[config.mk]
export PLATFORM = sky130hd
export DESIGN_NAME = logic_accum_flat
export DESIGN_NICKNAME = d
export VERILOG_FILES = /design/src/rtl/logic_accum_pkg.sv /design/src/rtl/logic_accum_if.sv /design/src/rtl/logic_accum_op.sv /design/src/rtl/logic_accum.sv /design/src/flat_wrapper.sv
export SDC_FILE = /design/constraint.sdc
export NUM_CORES = 1
export LEC_CHECK = 0
export BUFFER_PORTS_ARGS = -buffer_cell sky130_fd_sc_hd__clkbuf_2
export CAP_MARGIN = 20
export CORE_MARGIN = 3
export CORE_UTILIZATION = 62
export DETAILED_ROUTE_END_ITERATION = 10
export GPL_TIMING_DRIVEN = 0
export PLACE_DENSITY = 0.86
export SLEW_MARGIN = 20
export SYNTH_ARGS = -nofsm -noshare
export SYNTH_HDL_FRONTEND = slang
export SYNTH_SLANG_ARGS = --single-unit
[constraint.sdc]
create_clock -name clk -period 4.67 [get_ports clk]
set_input_delay 0.934 -clock clk [delete_from_list [all_inputs] [get_ports clk]]
set_output_delay 0.934 -clock clk [all_outputs]
set_load 0.01 [all_outputs]
[src/rtl/logic_accum_pkg.sv]
// +----------------------------------------------------------------------------+
// | Module      : logic_accum_pkg                                              |
// | Description : Shared types and the per-bit logic operation for logic_accum |
// | Revision    : 1.0 - initial release                                        |
// +----------------------------------------------------------------------------+
`default_nettype none

package logic_accum_pkg;

    typedef enum logic [2:0] {
        OP_AND    = 3'd0,
        OP_OR     = 3'd1,
        OP_XOR    = 3'd2,
        OP_NAND   = 3'd3,
        OP_NOR    = 3'd4,
        OP_XNOR   = 3'd5,
        OP_PASS_A = 3'd6,
        OP_NOT_A  = 3'd7
    } op_e;

    localparam logic MODE_PAIR = 1'b0;
    localparam logic MODE_ACC  = 1'b1;

    typedef enum logic [0:0] {
        IDLE  = 1'b0,
        ACCUM = 1'b1
    } state_e;

    // Single-bit evaluator; wider operands apply it bit by bit.
    function automatic logic logic_op(op_e op, logic x, logic y);
        logic r;
        r = 1'b0;
        case (op)
            OP_AND:    r = x & y;
            OP_OR:     r = x | y;
            OP_XOR:    r = x ^ y;
            OP_NAND:   r = ~(x & y);
            OP_NOR:    r = ~(x | y);
            OP_XNOR:   r = ~(x ^ y);
            OP_PASS_A: r = x;
            OP_NOT_A:  r = ~x;
            default:   r = 1'b0;
        endcase
        return r;
    endfunction

endpackage

`default_nettype wire

[src/rtl/logic_accum_if.sv]
// +----------------------------------------------------------------------------+
// | Module      : logic_accum_if                                               |
// | Description : Input-beat and result handshake bundle for logic_accum.      |
// |               out_par exists only when LOGIC_ACCUM_PARITY_EN is defined.   |
// | Revision    : 1.0 - initial release                                        |
// +----------------------------------------------------------------------------+
`default_nettype none

interface logic_accum_if #(
    parameter int WIDTH     = 8,
    parameter int MAX_BEATS = 16
);
    import logic_accum_pkg::*;

    localparam int CW = $clog2(MAX_BEATS + 1);

    logic             in_valid;
    logic             in_ready;
    logic [WIDTH-1:0] in_a;
    logic [WIDTH-1:0] in_b;
    op_e              in_op;
    logic             in_mode;
    logic             in_last;

    logic             out_valid;
    logic             out_ready;
    logic [WIDTH-1:0] out_y;
    logic             out_zero;
    logic [CW-1:0]    out_count;
    logic             out_ovf;
`ifdef LOGIC_ACCUM_PARITY_EN
    logic             out_par;
`endif

    modport master (
        output in_valid, in_a, in_b, in_op, in_mode, in_last, out_ready,
`ifdef LOGIC_ACCUM_PARITY_EN
        input  out_par,
`endif
        input  in_ready, out_valid, out_y, out_zero, out_count, out_ovf
    );

    modport slave (
        input  in_valid, in_a, in_b, in_op, in_mode, in_last, out_ready,
`ifdef LOGIC_ACCUM_PARITY_EN
        output out_par,
`endif
        output in_ready, out_valid, out_y, out_zero, out_count, out_ovf
    );

endinterface

`default_nettype wire

[src/rtl/logic_accum_op.sv]
// +----------------------------------------------------------------------------+
// | Module      : logic_accum_op                                               |
// | Description : Combinational WIDTH-bit bitwise logic evaluator              |
// | Revision    : 1.0 - initial release                                        |
// +----------------------------------------------------------------------------+
`default_nettype none

module logic_accum_op
    import logic_accum_pkg::*;
#(
    parameter int WIDTH = 8
) (
    input  op_e              op,
    input  logic [WIDTH-1:0] x,
    input  logic [WIDTH-1:0] y,
    output logic [WIDTH-1:0] res
);

    for (genvar i = 0; i < WIDTH; i++) begin : g_bit
        assign res[i] = logic_op(op, x[i], y[i]);
    end

endmodule

`default_nettype wire

[src/rtl/logic_accum.sv]
// +----------------------------------------------------------------------------+
// | Module      : logic_accum                                                  |
// | Description : Registered bitwise logic unit with pairwise and burst-       |
// |               accumulate modes. LOGIC_ACCUM_PARITY_EN adds out_par.        |
// | Revision    : 1.0 - initial release                                        |
// +----------------------------------------------------------------------------+
`default_nettype none

module logic_accum
    import logic_accum_pkg::*;
#(
    parameter int WIDTH     = 8,
    parameter int MAX_BEATS = 16
) (
    input  logic          clk,
    input  logic          rst_n,
    logic_accum_if.slave  bus
);

    localparam int            CW    = $clog2(MAX_BEATS + 1);
    localparam logic [CW-1:0] C_MAX = CW'(MAX_BEATS);
    localparam logic [CW-1:0] C_ONE = CW'(1);

    state_e           r_state;
    state_e           w_state_nxt;
    logic [WIDTH-1:0] r_acc;
    logic [WIDTH-1:0] w_acc_nxt;
    logic [CW-1:0]    r_cnt;
    logic [CW-1:0]    w_cnt_nxt;
    logic             r_ovf;
    logic             w_ovf_nxt;
    op_e              r_op;
    op_e              w_op_nxt;

    logic             w_in_ready;
    logic             w_accept;
    logic             w_load;
    logic [CW-1:0]    w_load_cnt;
    logic             w_load_ovf;

    op_e              w_eval_op;
    logic [WIDTH-1:0] w_x;
    logic [WIDTH-1:0] w_y;
    logic [WIDTH-1:0] w_res;

    logic             r_valid;
    logic [WIDTH-1:0] r_y;
    logic             r_zero;
    logic [CW-1:0]    r_count;
    logic             r_out_ovf;

    assign w_in_ready = !r_valid || bus.out_ready;
    assign w_accept   = bus.in_valid && w_in_ready;

    // Inside a burst the running value is folded with each new in_a.
    assign w_eval_op = (r_state == ACCUM) ? r_op  : bus.in_op;
    assign w_x       = (r_state == ACCUM) ? r_acc : bus.in_a;
    assign w_y       = (r_state == ACCUM) ? bus.in_a : bus.in_b;

    logic_accum_op #(.WIDTH(WIDTH)) u_op (
        .op  (w_eval_op),
        .x   (w_x),
        .y   (w_y),
        .res (w_res)
    );

    always_ff @(posedge clk or negedge rst_n) begin
        if (!rst_n) begin
            r_state <= IDLE;
        end else begin
            r_state <= w_state_nxt;
        end
    end

    always_comb begin
        w_state_nxt = r_state;
        w_acc_nxt   = r_acc;
        w_cnt_nxt   = r_cnt;
        w_ovf_nxt   = r_ovf;
        w_op_nxt    = r_op;
        w_load      = 1'b0;
        w_load_cnt  = C_ONE;
        w_load_ovf  = 1'b0;
        if (w_accept) begin
            case (r_state)
                IDLE: begin
                    if (bus.in_mode == MODE_ACC) begin
                        w_acc_nxt = w_res;
                        w_cnt_nxt = C_ONE;
                        w_ovf_nxt = 1'b0;
                        w_op_nxt  = bus.in_op;
                        if (bus.in_last) begin
                            w_load = 1'b1;
                        end else begin
                            w_state_nxt = ACCUM;
                        end
                    end else begin
                        w_load = 1'b1;
                    end
                end
                ACCUM: begin
                    w_acc_nxt = w_res;
                    w_cnt_nxt = (r_cnt == C_MAX) ? r_cnt : r_cnt + C_ONE;
                    w_ovf_nxt = r_ovf || (r_cnt == C_MAX);
                    if (bus.in_last) begin
                        w_load      = 1'b1;
                        w_load_cnt  = w_cnt_nxt;
                        w_load_ovf  = w_ovf_nxt;
                        w_state_nxt = IDLE;
                    end
                end
                default: w_state_nxt = IDLE;
            endcase
        end
    end

    always_ff @(posedge clk or negedge rst_n) begin
        if (!rst_n) begin
            r_acc <= '0;
            r_cnt <= '0;
            r_ovf <= 1'b0;
            r_op  <= OP_AND;
        end else begin
            r_acc <= w_acc_nxt;
            r_cnt <= w_cnt_nxt;
            r_ovf <= w_ovf_nxt;
            r_op  <= w_op_nxt;
        end
    end

    // A new result wins over a same-cycle pop, so back-to-back results never drop.
    always_ff @(posedge clk or negedge rst_n) begin
        if (!rst_n) begin
            r_valid   <= 1'b0;
            r_y       <= '0;
            r_zero    <= 1'b0;
            r_count   <= '0;
            r_out_ovf <= 1'b0;
        end else if (w_load) begin
            r_valid   <= 1'b1;
            r_y       <= w_res;
            r_zero    <= (w_res == '0);
            r_count   <= w_load_cnt;
            r_out_ovf <= w_load_ovf;
        end else if (r_valid && bus.out_ready) begin
            r_valid   <= 1'b0;
        end
    end

`ifdef LOGIC_ACCUM_PARITY_EN
    logic r_par;

    always_ff @(posedge clk or negedge rst_n) begin
        if (!rst_n) begin
            r_par <= 1'b0;
        end else if (w_load) begin
            r_par <= ^w_res;
        end
    end

    assign bus.out_par = r_par;
`endif

    assign bus.in_ready  = w_in_ready;
    assign bus.out_valid = r_valid;
    assign bus.out_y     = r_y;
    assign bus.out_zero  = r_zero;
    assign bus.out_count = r_count;
    assign bus.out_ovf   = r_out_ovf;

endmodule

`default_nettype wire

[src/flat_wrapper.sv]
// flat-port wrapper written by rule: the top's interface ports become plain ports
module logic_accum_flat import logic_accum_pkg::*;
#(
    parameter int WIDTH     = 8,
    parameter int MAX_BEATS = 16
)
  (clk, rst_n, bus_in_valid, bus_in_a, bus_in_b, bus_in_op, bus_in_mode, bus_in_last, bus_out_ready, bus_in_ready, bus_out_valid, bus_out_y, bus_out_zero, bus_out_count, bus_out_ovf);
  logic_accum_if #(.WIDTH(WIDTH), .MAX_BEATS(MAX_BEATS)) bus_i ();
  input  logic clk;
  input  logic rst_n;
  input wire logic [$bits(bus_i.in_valid)-1:0] bus_in_valid;
  input wire logic [$bits(bus_i.in_a)-1:0] bus_in_a;
  input wire logic [$bits(bus_i.in_b)-1:0] bus_in_b;
  input wire logic [$bits(bus_i.in_op)-1:0] bus_in_op;
  input wire logic [$bits(bus_i.in_mode)-1:0] bus_in_mode;
  input wire logic [$bits(bus_i.in_last)-1:0] bus_in_last;
  input wire logic [$bits(bus_i.out_ready)-1:0] bus_out_ready;
  output wire logic [$bits(bus_i.in_ready)-1:0] bus_in_ready;
  output wire logic [$bits(bus_i.out_valid)-1:0] bus_out_valid;
  output wire logic [$bits(bus_i.out_y)-1:0] bus_out_y;
  output wire logic [$bits(bus_i.out_zero)-1:0] bus_out_zero;
  output wire logic [$bits(bus_i.out_count)-1:0] bus_out_count;
  output wire logic [$bits(bus_i.out_ovf)-1:0] bus_out_ovf;
  assign bus_i.in_valid = bus_in_valid;
  assign bus_i.in_a = bus_in_a;
  assign bus_i.in_b = bus_in_b;
  assign bus_i.in_op = bus_in_op;
  assign bus_i.in_mode = bus_in_mode;
  assign bus_i.in_last = bus_in_last;
  assign bus_i.out_ready = bus_out_ready;
  assign bus_in_ready = bus_i.in_ready;
  assign bus_out_valid = bus_i.out_valid;
  assign bus_out_y = bus_i.out_y;
  assign bus_out_zero = bus_i.out_zero;
  assign bus_out_count = bus_i.out_count;
  assign bus_out_ovf = bus_i.out_ovf;
  logic_accum #(.WIDTH(WIDTH), .MAX_BEATS(MAX_BEATS)) u_core (.clk(clk), .rst_n(rst_n), .bus(bus_i));
endmodule
==> flow_metrics.env <==
export IMPL_dominantRegCellSynth="dfrtp_1"
export IMPL_final_common_cell="clkbuf_2"
export IMPL_avgRoutedWirePerCell_um=17.5
export IMPL_crit_type="reg -> reg"
export IMPL_status="completed"
export IMPL_fp_dieW_um=73.0
export IMPL_grt_max_degree=35
export IMPL_crit_path_max_fanout=10
export IMPL_track_usage_pct=26.8
export IMPL_place_port_buffers=40
export IMPL_slew_violations=0
export IMPL_synth_enable_flop_cells=0
export IMPL_remaining_drc_errors=0
export IMPL_yosys_top_cells_area="dfrtp_1 31%, mux2i_1 9.3%, mux2_2 8.5%"
export IMPL_ys_async_sr_fraction_pct=100
export IMPL_timing_slew_headroom_pct=41.4
export IMPL_cts_root_buffer="clkbuf_8"
export IMPL_grt_pass1_vias=2315
export IMPL_fin_area_um2=3140
export IMPL_setup_viol=0
export IMPL_cts_tree="done"
export IMPL_hold_viol_final=0
export IMPL_drt_iter0_markers=208
export IMPL_power_density_nw_per_um2=510
export IMPL_drv_cap=0
export IMPL_whs_ns=0.488
export IMPL_syn_to_final_growth_pct=12.7
export IMPL_worstMarginPinSlew_ns=0.879
export IMPL_syn_inst=297
export IMPL_leakagePower_nw=1.52
export IMPL_drtAntennaViolNets=0
export IMPL_fin_tns_setup_ns=0
export IMPL_dieHeight_um=73.0
export IMPL_clk_pin_slew_ns=0.07
export IMPL_syn_area_per_cell_um2=9.38
export IMPL_overflow=0
export IMPL_vdd_ir_drop_max_v=0.000304
export IMPL_worstRegToRegCells=14
export IMPL_cts_made_buffers=5
export IMPL_postCtsSetupBuffers=0
export IMPL_startpoint="u_core.r_state$_DFFE_PN0P_"
export IMPL_rsz0062_at_grt="false"
export IMPL_antenna_cells=0
export IMPL_clockBufferDepth=2
export IMPL_min_period_over_period_pct=80.5
export IMPL_yosysTopAreaCell="dfrtp_1"
export IMPL_start_kind="register"
export IMPL_post_dp_cell_area_um2=3050
export IMPL_ys_seq_elements=34
export IMPL_synth_top_cell_area_share_pct=30.5
export IMPL_viasPerCell=6.11
export IMPL_regToRegStartpoint="u_core.r_state$_DFFE_PN0P_"
export IMPL_critPathRequiredTime_ns=4.85
export IMPL_htree_levels=2
export IMPL_antenna_found_initial=0
export IMPL_drt_wl_total_mm=6.92
export IMPL_syn_cell_area_um2=2790
export IMPL_period_needed_ns=3.76
export IMPL_synth_warnings=0
export IMPL_r2r_end="u_core.bus.out_zero$_DFFE_PN0P_"
export IMPL_post_cts_resized=0
export IMPL_nets=387
export IMPL_worstSetupEndpoint="u_core.bus.out_zero$_DFFE_PN0P_"
export IMPL_worstSetupEndpointType="register"
export IMPL_die_area_um2=5330
export IMPL_ys_types=61
export IMPL_place_congestion=0.912
export IMPL_drive_gt1_share_pct=26.1
export IMPL_r2r_slack_ns=0.91
export IMPL_ys_seq_area_share_pct=30.5
export IMPL_fp_coreArea_um2=4170
export IMPL_clk_insertion_delay_late_ns=0.29
export IMPL_rows=23
export IMPL_cp_data_arrival_time_ns=3.94
export IMPL_cts_sinks=34
export IMPL_fmax_mhz=266
export IMPL_io_pins=42
export IMPL_holdBufCountCts=0
export IMPL_via_count=2413
export IMPL_grt_pass1_wl_mm=11.1
export IMPL_synth_nets=340
export IMPL_finClkSkew_ns=0.00853
export IMPL_hold_path_class="reg -> reg"
export IMPL_firstDrtPassIters=4
export IMPL_hpwlAfterDp_mm=5.09
export IMPL_start_util_pct=66.8
export IMPL_final_cell_mix="40 x clkbuf_2, 34 x dfrtp_1, 26 x mux2i_1, 25 x inv_1"
==> how the worst min path moves through the flow <==
stage,startpoint,endpoint,slack (ns),cells after the start
3_5_place_dp,u_core.bus.out_count[2]$_DFFE_PN0P_,u_core.bus.out_count[2]$_DFFE_PN0P_,0.47,2
6_report,u_core.bus.out_y[6]$_DFFE_PN0P_,u_core.bus.out_y[6]$_DFFE_PN0P_,0.49,2
2_1_floorplan,u_core.r_acc[2]$_DFFE_PN0P_,u_core.r_acc[2]$_DFFE_PN0P_,0.47,2
4_1_cts,u_core.bus.out_count[2]$_DFFE_PN0P_,u_core.bus.out_count[2]$_DFFE_PN0P_,0.49,2
5_1_grt,u_core.bus.out_count[3]$_DFFE_PN0P_,u_core.bus.out_count[3]$_DFFE_PN0P_,0.51,2
3_3_place_gp,u_core.bus.out_count[3]$_DFFE_PN0P_,u_core.bus.out_count[3]$_DFFE_PN0P_,0.46,2
==> metrics by stage <==
stage / power (mW) / utilization [%] / instances / setup slack (ns)
floorplan: 1.12 / - / 297 / 1.73
global placement: 1.32 / 73.1 / 387 / 1.08
detailed placement: 1.36 / 73.1 / 387 / 1.05
CTS: 1.59 / 75.3 / 395 / 0.997
global route: 1.72 / 75.3 / 395 / 0.799
finish: 1.60 / 75.3 / 395 / 0.910
==> cells by family after synthesis <==
| kind of cell | count (synthesis) | synth area share (%) |
|---|---|---|
| AO/OA/AOI/OAI | 74 | 17.9 |
| XOR/XNOR | 6 | 1.89 |
| adder cells (fa/ha/maj) | 18 | 8.08 |
| buffers and inverters | 45 | 7.68 |
| flip-flops | 34 | 30.5 |
| multiplexers | 52 | 21.0 |
| AND/OR/NAND/NOR | 68 | 13.0 |
==> layer usage <==
layer  track usage, %  vias up  part of all wire, %
met5                0        -                    0
met1             37.6     1157                   46
met2             43.4       73                   47
li1                 -     1174                    -
met3             3.72        9                  6.3
met4             6.76        0                 0.87
==> area by class of cell <==
| class | instances | area (µm²) |
|---|---|---|
| repair buffers | 40 | 200 |
| plain buffers | 19 | 116 |
| flip-flops and latches | 34 | 851 |
| multi-input cells | 218 | 1720 |
| clock inverters | 1 | 5.00 |
| clock buffers | 7 | 86.3 |
| well taps | 50 | 62.6 |
| fillers | 313 | 1030 |
| inverters | 26 | 97.6 |
==> sequential cells by signal, summed over array words and instances, names as in the netlist <==
| signal | count |
|---|---|
| u_core.bus.out_y | 8 |
| u_core.r_state | 1 |
| u_core.r_op | 3 |
| u_core.r_ovf | 1 |
| u_core.bus.out_ovf | 1 |
| u_core.r_cnt | 5 |
| u_core.bus.out_zero | 1 |
| u_core.bus.out_valid | 1 |
| u_core.r_acc | 8 |
| u_core.bus.out_count | 5 |
==> synthesized netlist by cell type (6+ instances only) <==
library cell,count
clkbuf_1,8
nor2_1,15
a21oi_1,11
mux2_2,21
nand3_1,6
o21ai_0,21
ha_1,18
nand2_1,17
inv_1,25
mux2i_1,26
dfrtp_1,34
a211oi_1,7
==> worst max-delay path, cell delays in order, from the launching register on <==
cell	delay (ns)
dfrtp_1	0.46
buf_6	0.21
buf_12	0.16
buf_4	0.17
buf_2	0.32
buf_2	0.35
mux2i_1	0.29
inv_1	0.07
ha_1	0.19
inv_1	0.09
mux2i_1	0.08
o22ai_1	0.13
o21ai_0	0.25
or4_1	0.60
o31ai_1	0.28
==> where the power goes <==
part / switching, mW / total (mW) / internal, mW
clock: 0.107 / 0.226 / 0.119
combinational: 0.489 / 0.890 / 0.401
sequential: 0.0809 / 0.485 / 0.404
total: 0.676 / 1.60 / 0.924
Power figures use the tool's default switching activity.
